`src/rtl/switch_input_port_pkg.sv`:
```
// Shared constants and types for the switch input port, so the CPU top and the bench agree.
package switch_input_port_pkg;

    localparam int unsigned WIDTH        = 4;
    localparam int unsigned DB_LIMIT_HW  = 50000;
    localparam int unsigned DB_LIMIT_SIM = 4;
    localparam int unsigned DB_CW        = 16;
    localparam int unsigned CNT_W        = 8;

    // Per-group status handed from a debounce group to the top.
    typedef struct packed {
        logic done;     // first commit since reset has happened
        logic commit;   // stab is being (re)loaded from cand on this edge
        logic differs;  // cand differs from the currently committed value
    } grp_status_t;

    // A commit counts as a change only once the group has a committed value to compare with.
    function automatic logic qualifies(input grp_status_t st);
        return st.done & st.commit & st.differs;
    endfunction

endpackage

```
`src/rtl/switch_input_port_if.sv`:
```
// CPU-facing bundle of the switch input port: raw switches in, debounced values and status out.
interface switch_input_port_if
    import switch_input_port_pkg::*;
();

    logic [WIDTH-1:0] op1;
    logic [WIDTH-1:0] op2;
    logic             clear_changed;
    logic [WIDTH-1:0] input_port1;
    logic [WIDTH-1:0] input_port2;
    logic             input_valid;
    logic             changed;
    logic             change_pulse;
    logic [CNT_W-1:0] change_count;

    modport master (
        output op1, op2, clear_changed,
        input  input_port1, input_port2, input_valid, changed, change_pulse, change_count
    );

    modport slave (
        input  op1, op2, clear_changed,
        output input_port1, input_port2, input_valid, changed, change_pulse, change_count
    );

endinterface

```
`src/rtl/switch_input_port_debounce_group.sv`:
```
// One switch group: 2-FF synchroniser followed by a whole-vector debouncer.
module switch_input_port_debounce_group #(
    parameter int unsigned WIDTH    = 4,
    parameter int unsigned DB_LIMIT = 50000,
    parameter int unsigned DB_CW    = 16
) (
    input  logic                              i_clock,
    input  logic                              i_reset,
    input  logic [WIDTH-1:0]                  i_raw,
    output logic [WIDTH-1:0]                  o_stab,
    output switch_input_port_pkg::grp_status_t o_status
);

    localparam logic [DB_CW-1:0] LP_CNT_MAX = DB_CW'(DB_LIMIT - 1);

    logic [WIDTH-1:0] r_sync1;
    logic [WIDTH-1:0] r_sync2;
    logic [WIDTH-1:0] r_cand;
    logic [WIDTH-1:0] r_stab;
    logic [DB_CW-1:0] r_cnt;
    logic             r_done;
    logic             w_match;
    logic             w_commit;

    // Two-stage synchroniser for the asynchronous switch inputs.
    always_ff @(posedge i_clock or posedge i_reset) begin
        if (i_reset) begin
            r_sync1 <= '0;
            r_sync2 <= '0;
        end else begin
            r_sync1 <= i_raw;
            r_sync2 <= r_sync1;
        end
    end

    // Window bookkeeping: a stable candidate that has filled the window commits.
    always_comb begin
        w_match  = (r_sync2 == r_cand);
        w_commit = w_match && (r_cnt == LP_CNT_MAX);
    end

    // Candidate/counter/stable registers; any change in the synchronised value restarts the window.
    always_ff @(posedge i_clock or posedge i_reset) begin
        if (i_reset) begin
            r_cand <= '0;
            r_cnt  <= '0;
            r_stab <= '0;
            r_done <= 1'b0;
        end else if (!w_match) begin
            r_cand <= r_sync2;
            r_cnt  <= '0;
        end else if (!w_commit) begin
            r_cnt <= r_cnt + 1'b1;
        end else begin
            // Counter saturates here; re-committing the same value is harmless.
            r_stab <= r_cand;
            r_done <= 1'b1;
        end
    end

    assign o_stab           = r_stab;
    assign o_status.done    = r_done;
    assign o_status.commit  = w_commit;
    assign o_status.differs = (r_cand != r_stab);

endmodule

```
`src/rtl/switch_input_port.sv`:
```
// Switch input port: two debounced switch groups plus sticky change flag, strobe and counter.
module switch_input_port
    import switch_input_port_pkg::*;
#(
    parameter int unsigned DB_LIMIT = DB_LIMIT_HW,
    parameter int unsigned DB_CW    = 16
) (
    input  logic                 i_clock,
    input  logic                 i_reset,
    switch_input_port_if.slave   io_port
);

    logic [WIDTH-1:0] w_stab1;
    logic [WIDTH-1:0] w_stab2;
    grp_status_t      w_st1;
    grp_status_t      w_st2;
    logic             w_q1;
    logic             w_q2;
    logic             w_valid_next;
    logic             w_changed_next;
    logic [CNT_W-1:0] w_count_next;

    logic             r_valid;
    logic             r_changed;
    logic             r_pulse;
    logic [CNT_W-1:0] r_count;

    switch_input_port_debounce_group #(
        .WIDTH    (WIDTH),
        .DB_LIMIT (DB_LIMIT),
        .DB_CW    (DB_CW)
    ) u_group1 (
        .i_clock  (i_clock),
        .i_reset  (i_reset),
        .i_raw    (io_port.op1),
        .o_stab   (w_stab1),
        .o_status (w_st1)
    );

    switch_input_port_debounce_group #(
        .WIDTH    (WIDTH),
        .DB_LIMIT (DB_LIMIT),
        .DB_CW    (DB_CW)
    ) u_group2 (
        .i_clock  (i_clock),
        .i_reset  (i_reset),
        .i_raw    (io_port.op2),
        .o_stab   (w_stab2),
        .o_status (w_st2)
    );

    // Merge per-group commits into the status next-state; a new change beats a clear.
    always_comb begin
        w_q1           = qualifies(w_st1);
        w_q2           = qualifies(w_st2);
        w_valid_next   = (w_st1.done | w_st1.commit) & (w_st2.done | w_st2.commit);
        w_changed_next = r_changed;
        if (w_q1 || w_q2) begin
            w_changed_next = 1'b1;
        end else if (io_port.clear_changed) begin
            w_changed_next = 1'b0;
        end
        w_count_next = r_count + CNT_W'(w_q1) + CNT_W'(w_q2);
    end

    // Status registers, so every output comes straight from a flop.
    always_ff @(posedge i_clock or posedge i_reset) begin
        if (i_reset) begin
            r_valid   <= 1'b0;
            r_changed <= 1'b0;
            r_pulse   <= 1'b0;
            r_count   <= '0;
        end else begin
            r_valid   <= w_valid_next;
            r_changed <= w_changed_next;
            r_pulse   <= w_q1 | w_q2;
            r_count   <= w_count_next;
        end
    end

    assign io_port.input_port1  = w_stab1;
    assign io_port.input_port2  = w_stab2;
    assign io_port.input_valid  = r_valid;
    assign io_port.changed      = r_changed;
    assign io_port.change_pulse = r_pulse;
    assign io_port.change_count = r_count;

endmodule

```
`src/flat_wrapper.sv`:
```
// flat-port wrapper written by rule: the top's interface ports become plain ports
module switch_input_port_flat import switch_input_port_pkg::*;
#(
    parameter int unsigned DB_LIMIT = DB_LIMIT_HW,
    parameter int unsigned DB_CW    = 16
)
  (i_clock, i_reset, io_port_op1, io_port_op2, io_port_clear_changed, io_port_input_port1, io_port_input_port2, io_port_input_valid, io_port_changed, io_port_change_pulse, io_port_change_count);
  switch_input_port_if io_port_i ();
  input  logic i_clock;
  input  logic i_reset;
  input wire logic [$bits(io_port_i.op1)-1:0] io_port_op1;
  input wire logic [$bits(io_port_i.op2)-1:0] io_port_op2;
  input wire logic [$bits(io_port_i.clear_changed)-1:0] io_port_clear_changed;
  output wire logic [$bits(io_port_i.input_port1)-1:0] io_port_input_port1;
  output wire logic [$bits(io_port_i.input_port2)-1:0] io_port_input_port2;
  output wire logic [$bits(io_port_i.input_valid)-1:0] io_port_input_valid;
  output wire logic [$bits(io_port_i.changed)-1:0] io_port_changed;
  output wire logic [$bits(io_port_i.change_pulse)-1:0] io_port_change_pulse;
  output wire logic [$bits(io_port_i.change_count)-1:0] io_port_change_count;
  assign io_port_i.op1 = io_port_op1;
  assign io_port_i.op2 = io_port_op2;
  assign io_port_i.clear_changed = io_port_clear_changed;
  assign io_port_input_port1 = io_port_i.input_port1;
  assign io_port_input_port2 = io_port_i.input_port2;
  assign io_port_input_valid = io_port_i.input_valid;
  assign io_port_changed = io_port_i.changed;
  assign io_port_change_pulse = io_port_i.change_pulse;
  assign io_port_change_count = io_port_i.change_count;
  switch_input_port #(.DB_LIMIT(DB_LIMIT), .DB_CW(DB_CW)) u_core (.i_clock(i_clock), .i_reset(i_reset), .io_port(io_port_i));
endmodule
```
`config.mk`:
```
export PLATFORM = sky130hd
export DESIGN_NAME = switch_input_port_flat
export DESIGN_NICKNAME = d
export VERILOG_FILES = /design/src/rtl/switch_input_port_pkg.sv /design/src/rtl/switch_input_port_if.sv /design/src/rtl/switch_input_port_debounce_group.sv /design/src/rtl/switch_input_port.sv /design/src/flat_wrapper.sv
export SDC_FILE = /design/constraint.sdc
export NUM_CORES = 1
export LEC_CHECK = 0
export CAP_MARGIN = 30
export CORE_MARGIN = 2
export CORE_UTILIZATION = 40
export CTS_CLUSTER_SIZE = 10
export DETAILED_ROUTE_END_ITERATION = 10
export PLACE_DENSITY = 0.73
export SYNTH_ARGS = -nofsm -noshare
export SYNTH_HDL_FRONTEND = slang
export SYNTH_SLANG_ARGS = --single-unit
```
`constraint.sdc`:
```
create_clock -name i_clock -period 2.6 [get_ports i_clock]
set_clock_uncertainty 0.2 [all_clocks]
set_input_delay 0.39 -clock i_clock [delete_from_list [all_inputs] [get_ports i_clock]]
set_output_delay 0.39 -clock i_clock [all_outputs]
set_load 0.005 [all_outputs]
```
=== Word level (Yosys, flattened, before mapping) ===
Cells that the tools add are included.

* Register bits: 77
* Output and inout port bits: 19
* Logic and storage cells: 48
* Memory bits (writable): 0
* Memories: 0
* Bits in latches: 0
* Bits in read-only memories: 0

* Shifts and indexed selects: 0
* Divide/modulo/power cells: 0
* Mux-type cells: 6
* Add/sub/neg operators: 4
* Equal/unequal tests: 8
* Magnitude comparators: 0
* Reduce and logical (&&, ||, !) cells: 6
* Bitwise logic cells: 8
* Multiply operators: 0

{| class="wikitable"
|+ Operator list
! operator !! count
|-
| $mux W16 || 4
|-
| $add A16 B1 Y16 const B || 2
|-
| $eq A16 B16 Y1 const B || 2
|-
| $add A8 B1 Y8 || 2
|-
| $eq A4 B4 Y1 || 2
|-
| $ne A4 B4 Y1 || 2
|-
| $and A1 B1 Y1 || 5
|-
| $ne A2 B2 Y1 const B || 2
|-
| $reduce_and A2 Y1 || 2
|-
| $or A1 B1 Y1 || 3
|-
| $logic_and A1 B1 Y1 || 2
|-
| $mux W1 || 2
|-
| $reduce_bool A2 Y1 || 1
|-
| $logic_or A1 B1 Y1 || 1
|}

=== Logic depth before layout (Yosys ltp) ===
* Depth in word-level cells: 6
* Gate-level depth with buffers: 12
* Gate-level depth less buffers: 10

=== Modules after synthesis ===
From an unflattened synthesis, not the netlist that was laid out.

* Cells, all modules: 284
* Area, all modules: 3,450.8 sq um

{| class="wikitable"
|+ Modules (own cells, without submodules)
! module !! cells an instance !! area each (sq um) !! instances
|-
| switch_input_port_debounce_group || 124 || 1,493.9 || 2
|-
| switch_input_port || 36 || 462.9 || 1
|}

=== Worst setup path before layout ===
No wires, ideal clock.

* Path kind: register -> register
* Start: reg u_core.u_group2.r_cnt[0]
* End: reg u_core.r_count[6], in the netlist u_core.io_port.change_count[6]
* Stages on the path, launching flop included: 13
* Data required time: 2.277 ns
* Library setup time: 0.123 ns
* Clock period less this slack: 2.808 ns
* Arrival: 2.485 ns
* Slack: -0.208 ns
* Buffers on the path: 2
* Cells stage by stage: dfrtp_1 ha_1 and4_1 buf_2 and4_1 clkbuf_1 nand4b_1 fa_1 inv_1 ha_1 and3_1 nand3_1 xnor2_1

* Cells in the longest elaborated chain, start to end: 5

{| class="wikitable"
|+ RTL lines
! what !! line !! text
|-
| from (decl) || switch_input_port_debounce_group.sv:20 || <nowiki>logic [DB_CW-1:0] r_cnt;</nowiki>
|-
| from (signal assigned) || switch_input_port_debounce_group.sv:53 || <nowiki>r_cnt <= r_cnt + 1'b1;</nowiki>
|-
| $eq A16 B16 Y1 || switch_input_port_debounce_group.sv:39 || <nowiki>w_commit = w_match && (r_cnt == LP_CNT_MAX);</nowiki>
|-
| $logic_and A1 B1 Y1 || switch_input_port_debounce_group.sv:39 ||
|-
| $and A1 B1 Y1 (2 in a row) || switch_input_port_pkg.sv:19 || <nowiki>return st.done & st.commit & st.differs;</nowiki>
|-
| $add A8 B1 Y8 || switch_input_port.sv:63 || <nowiki>w_count_next = r_count + CNT_W'(w_q1) + CNT_W'(w_q2);</nowiki>
|-
| via u_core.w_count_next[6] || switch_input_port.sv:21 || <nowiki>logic [CNT_W-1:0] w_count_next;</nowiki>
|-
| to (signal assigned) || switch_input_port.sv:77 || <nowiki>r_count <= w_count_next;</nowiki>
|-
| to (decl) || switch_input_port.sv:26 || <nowiki>logic [CNT_W-1:0] r_count;</nowiki>
|}

The timed path passes the listed nets, and every way through them passes these cells.
A chain may end at the register's enable or synchronous reset.

=== Worst setup path in the final report ===
* Start: reg u_core.u_group1.r_cnt[10]
* End: reg u_core.r_count[6], in the netlist u_core.io_port.change_count[6]

* Cells in the longest elaborated chain, start to end: 6

{| class="wikitable"
|+ RTL lines
! what !! line
|-
| from (decl) || switch_input_port_debounce_group.sv:20
|-
| from (signal assigned) || switch_input_port_debounce_group.sv:53
|-
| $eq A16 B16 Y1 || switch_input_port_debounce_group.sv:39
|-
| $logic_and A1 B1 Y1 || switch_input_port_debounce_group.sv:39
|-
| $and A1 B1 Y1 (2 in a row) || switch_input_port_pkg.sv:19
|-
| $add A8 B1 Y8 (2 in a row) || switch_input_port.sv:63
|-
| via u_core.w_count_next[6] || switch_input_port.sv:21
|}

The timed path passes the listed nets, and every way through them passes these cells.

==> results_dict.tcl <==
set metrics [dict create \
    status "finished, violations left" \
    violations "negative setup slack" \
    ff2ff_path_depth 9 \
    die_w_um 94.62 \
    yosys_warnings 0 \
    grt_antenna_before_repair 0 \
    final_cell_count_no_fill 466 \
    seq_area_frac_synth_pct 58.67 \
    async_reset_ff_share_pct 100.0 \
    finalHoldViolCount 0 \
    drt_iter0_markers 171 \
    core-area_um2 8093 \
    post_drt_wl_per_cell_um 13.94 \
    design.die.area_um2 8952 \
    cp_slowest_stage_delay_ps 550 \
    num_vias 2366 \
    cp-start-kind "flip-flop" \
    synth_top_area_share_pct 58.67 \
    grt_max_degree 41 \
    drcViolationCount 0 \
    root_buffer "clkbuf_8" \
    portBuffers 29 \
    cts_sinks 77 \
    synth.avg_cell_area_um2 11.52 \
    initial_utilization_pct 40.58 \
    r2r_slack_ps -120 \
    worstPathCellList "nor4b_4 > nand4_1 > or4_4 > fa_2 > inv_2 > ha_4 > and3_4 > nand3_4 > xnor2_2" \
    path_clk_slew_ps 80 \
    routed_via_density 5.077 \
    path_depth 9 \
    r2r_start "u_core.u_group1.r_cnt[10]" \
    grt.total_usage_pct 16.03 \
    syn_inst 285 \
    grt_pass1_wl_um 11030 \
    synth_edf_count 0 \
    dpl_cell_area_um2 3964 \
    finalCriticalPeriod_ps 2720 \
    grt-ovfl-total 0 \
    fmax_mhz 367.7 \
    final_nets 371 \
    clock_tree.htree_level_count 3 \
    gp_congestion 0.8192 \
    place_ws_ps -179.2 \
    ioPinCount 30 \
    diodes 0 \
    p_leak_nw 1.885 \
    cpMaxStageDelayCell "or4_4" \
    peakVddDrop_uv 452.7 \
    setup_viol 4 \
    rows 33 \
    synthesis.area_um2 3284 \
    postLayoutCoreUtil_pct 52.89 \
    critPathCaptureType "flip-flop" \
    p_per_area_nw_per_um2 540.0 \
    dr.pass1.iters 4 \
    fp.dieH_um 94.62 \
    totalWireLength_um 6498 \
    worstPathArrival_ps 2750 \
    fin_ws_ps -119.9 \
    crit_family "simple AND/OR/NAND/NOR gates" \
    postCtsHoldBufs 0 \
    synth-seq-cells 77 \
    area_growth_pct 30.32 \
    tightest_slew_ps 589.0 \
    yosysMostFrequentCell "dfrtp_1" \
    critPathRequiredTime_ps 2630 \
    synth-main-ff-cell "dfrtp_1" \
    rsz0062_at_grt "yes" \
    ys_types 39 \
    ant_nets 0 \
    synthTopCellsByArea "dfrtp_1 59%, xnor2_1 5.3%, xor2_1 5.1%" \
    slew_viol_final 0 \
    max-clock-path-buffers 2 \
    cp-startpoint "u_core.u_group1.r_cnt[10]" \
    final_area_um2 4280 \
    ys_top_cells_by_count "77 x dfrtp_1, 26 x nor2_1, 20 x xnor2_1, 19 x xor2_1, 17 x nand3_1" \
    slew_headroom_pct 60.37 \
    cts_buffers 9 \
    synth.largest_area_cell "dfrtp_1" \
    dp_hpwl_um 4383 \
    critPathBufInv 1 \
    hold_class "in2async" \
    path_max_fanout 2 \
    fin_crit_sh_pct 104.6 \
    dpl.cell_count 444 \
    maxCapViolCount 0 \
    worstSkewPairLatency_ps 350 \
    final_layout_size_suffix_gt1_share_pct 24.65 \
    grt_pass1_vias 2404 \
    critical_path_class "reg2reg" \
    cts_tree "done" \
    syn_nets 300 \
]
-- worst reg2reg max path, stage by stage, from the launching register on --
cell	delay, ps
dfrtp_1	420
nor4b_4	290
nand4_1	110
or4_4	550
fa_2	400
inv_2	80
ha_4	120
and3_4	190
nand3_4	80
xnor2_2	140
-- layout by cell type, fill, tap and decap left out, types with 10 or more instances in the layout --
master and instances:
dfrtp_1 77, buf_4 46, clkdlybuf4s50_1 29, nor2_1 26
xor2_1 19, xnor2_1 18, nand3_1 16, nand4_1 14
a21oi_1 11, nand2_1 10
-- timing repair --
| item | 4_1_cts | 5_1_grt |
|---|---|---|
| buffers inserted | 4 | 2 |
| pin swaps | 11 | 5 |
| endpoints found under the setup margin | 4 | 6 |
| resized for setup | 4 | 5 |
| hold endpoints to repair | 0 | 0 |
-- cells by family (layout without fill, tap and decap cells) --
kind of cell             after synthesis  in the layout  share of synthesized area, %
XOR/XNOR                              39             39                         10.40
AO/OA/AOI/OAI                         25             25                         4.419
buffers and inverters                 23             99                         2.933
adder cells (fa/ha/maj)                4              4                         1.753
AND/OR/NAND/NOR                      107            107                         18.48
flip-flops                            77             77                         58.67
multiplexers                          10             10                         3.353
-- path summary, 6_finish.rpt --
check | to
worst max-delay path | u_core.io_port.change_count[6]
worst min-delay path | u_core.u_group2.r_cnt[13]
worst max register to register | u_core.io_port.change_count[6]
worst min register to register | u_core.u_group1.r_sync2[1]
max in group asynchronous | u_core.io_port.change_count[5]
min in group i_clock | u_core.u_group1.r_sync2[1]
-- through the flow --
step / power, mW / hold slack [ps] / setup TNS [ps]
CTS: 2.341 / 91.18 / -354.3
floorplan: 1.300 / 131.2 / -75.45
detailed placement: 1.339 / 135.6 / -376.3
global route: 2.404 / 107.6 / -774.3
global placement: 1.336 / 131.4 / -152.7
finish: 2.312 / 85.02 / -295.3
-- registers in the layout (all words and copies together), names as in the netlist, 4 cells and up --
| register | count |
|---|---|
| u_core.u_group1.r_cnt | 16 |
| u_core.u_group2.r_cnt | 16 |
| u_core.io_port.change_count | 8 |
| u_core.u_group1.o_stab | 4 |
| u_core.u_group1.r_cand | 4 |
| u_core.u_group1.r_sync1 | 4 |
| u_core.u_group1.r_sync2 | 4 |
| u_core.u_group2.o_stab | 4 |
| u_core.u_group2.r_cand | 4 |
| u_core.u_group2.r_sync1 | 4 |
| u_core.u_group2.r_sync2 | 4 |
-- power by group --
group / leakage [nW] / total [mW] / switching, mW / internal, mW
clock: 0.107 / 0.999 / 0.450 / 0.549
combinational: 0.758 / 0.0826 / 0.0444 / 0.0381
sequential: 1.02 / 1.23 / 0.0128 / 1.22
-- cell type report --
class / count / area (um2)
clock buffer: 10 / 127.6
clock inverter: 6 / 93.84
fill: 710 / 3812
inverter: 8 / 30.03
multi-input combinational: 185 / 1335
sequential: 77 / 1927
tap: 105 / 131.4
timing repair buffer: 75 / 635.6
-- routing by layer --
metal / vias up / global-route usage (%) / share of wire [%]
met5: - / 0 / 0
met4: 0 / 8.213 / 3.1
met3: 15 / 3.671 / 3.2
met2: 49 / 25.41 / 49
met1: 1166 / 20.62 / 45
li1: 1136 / - / -
Power figures use the tool's default switching activity.
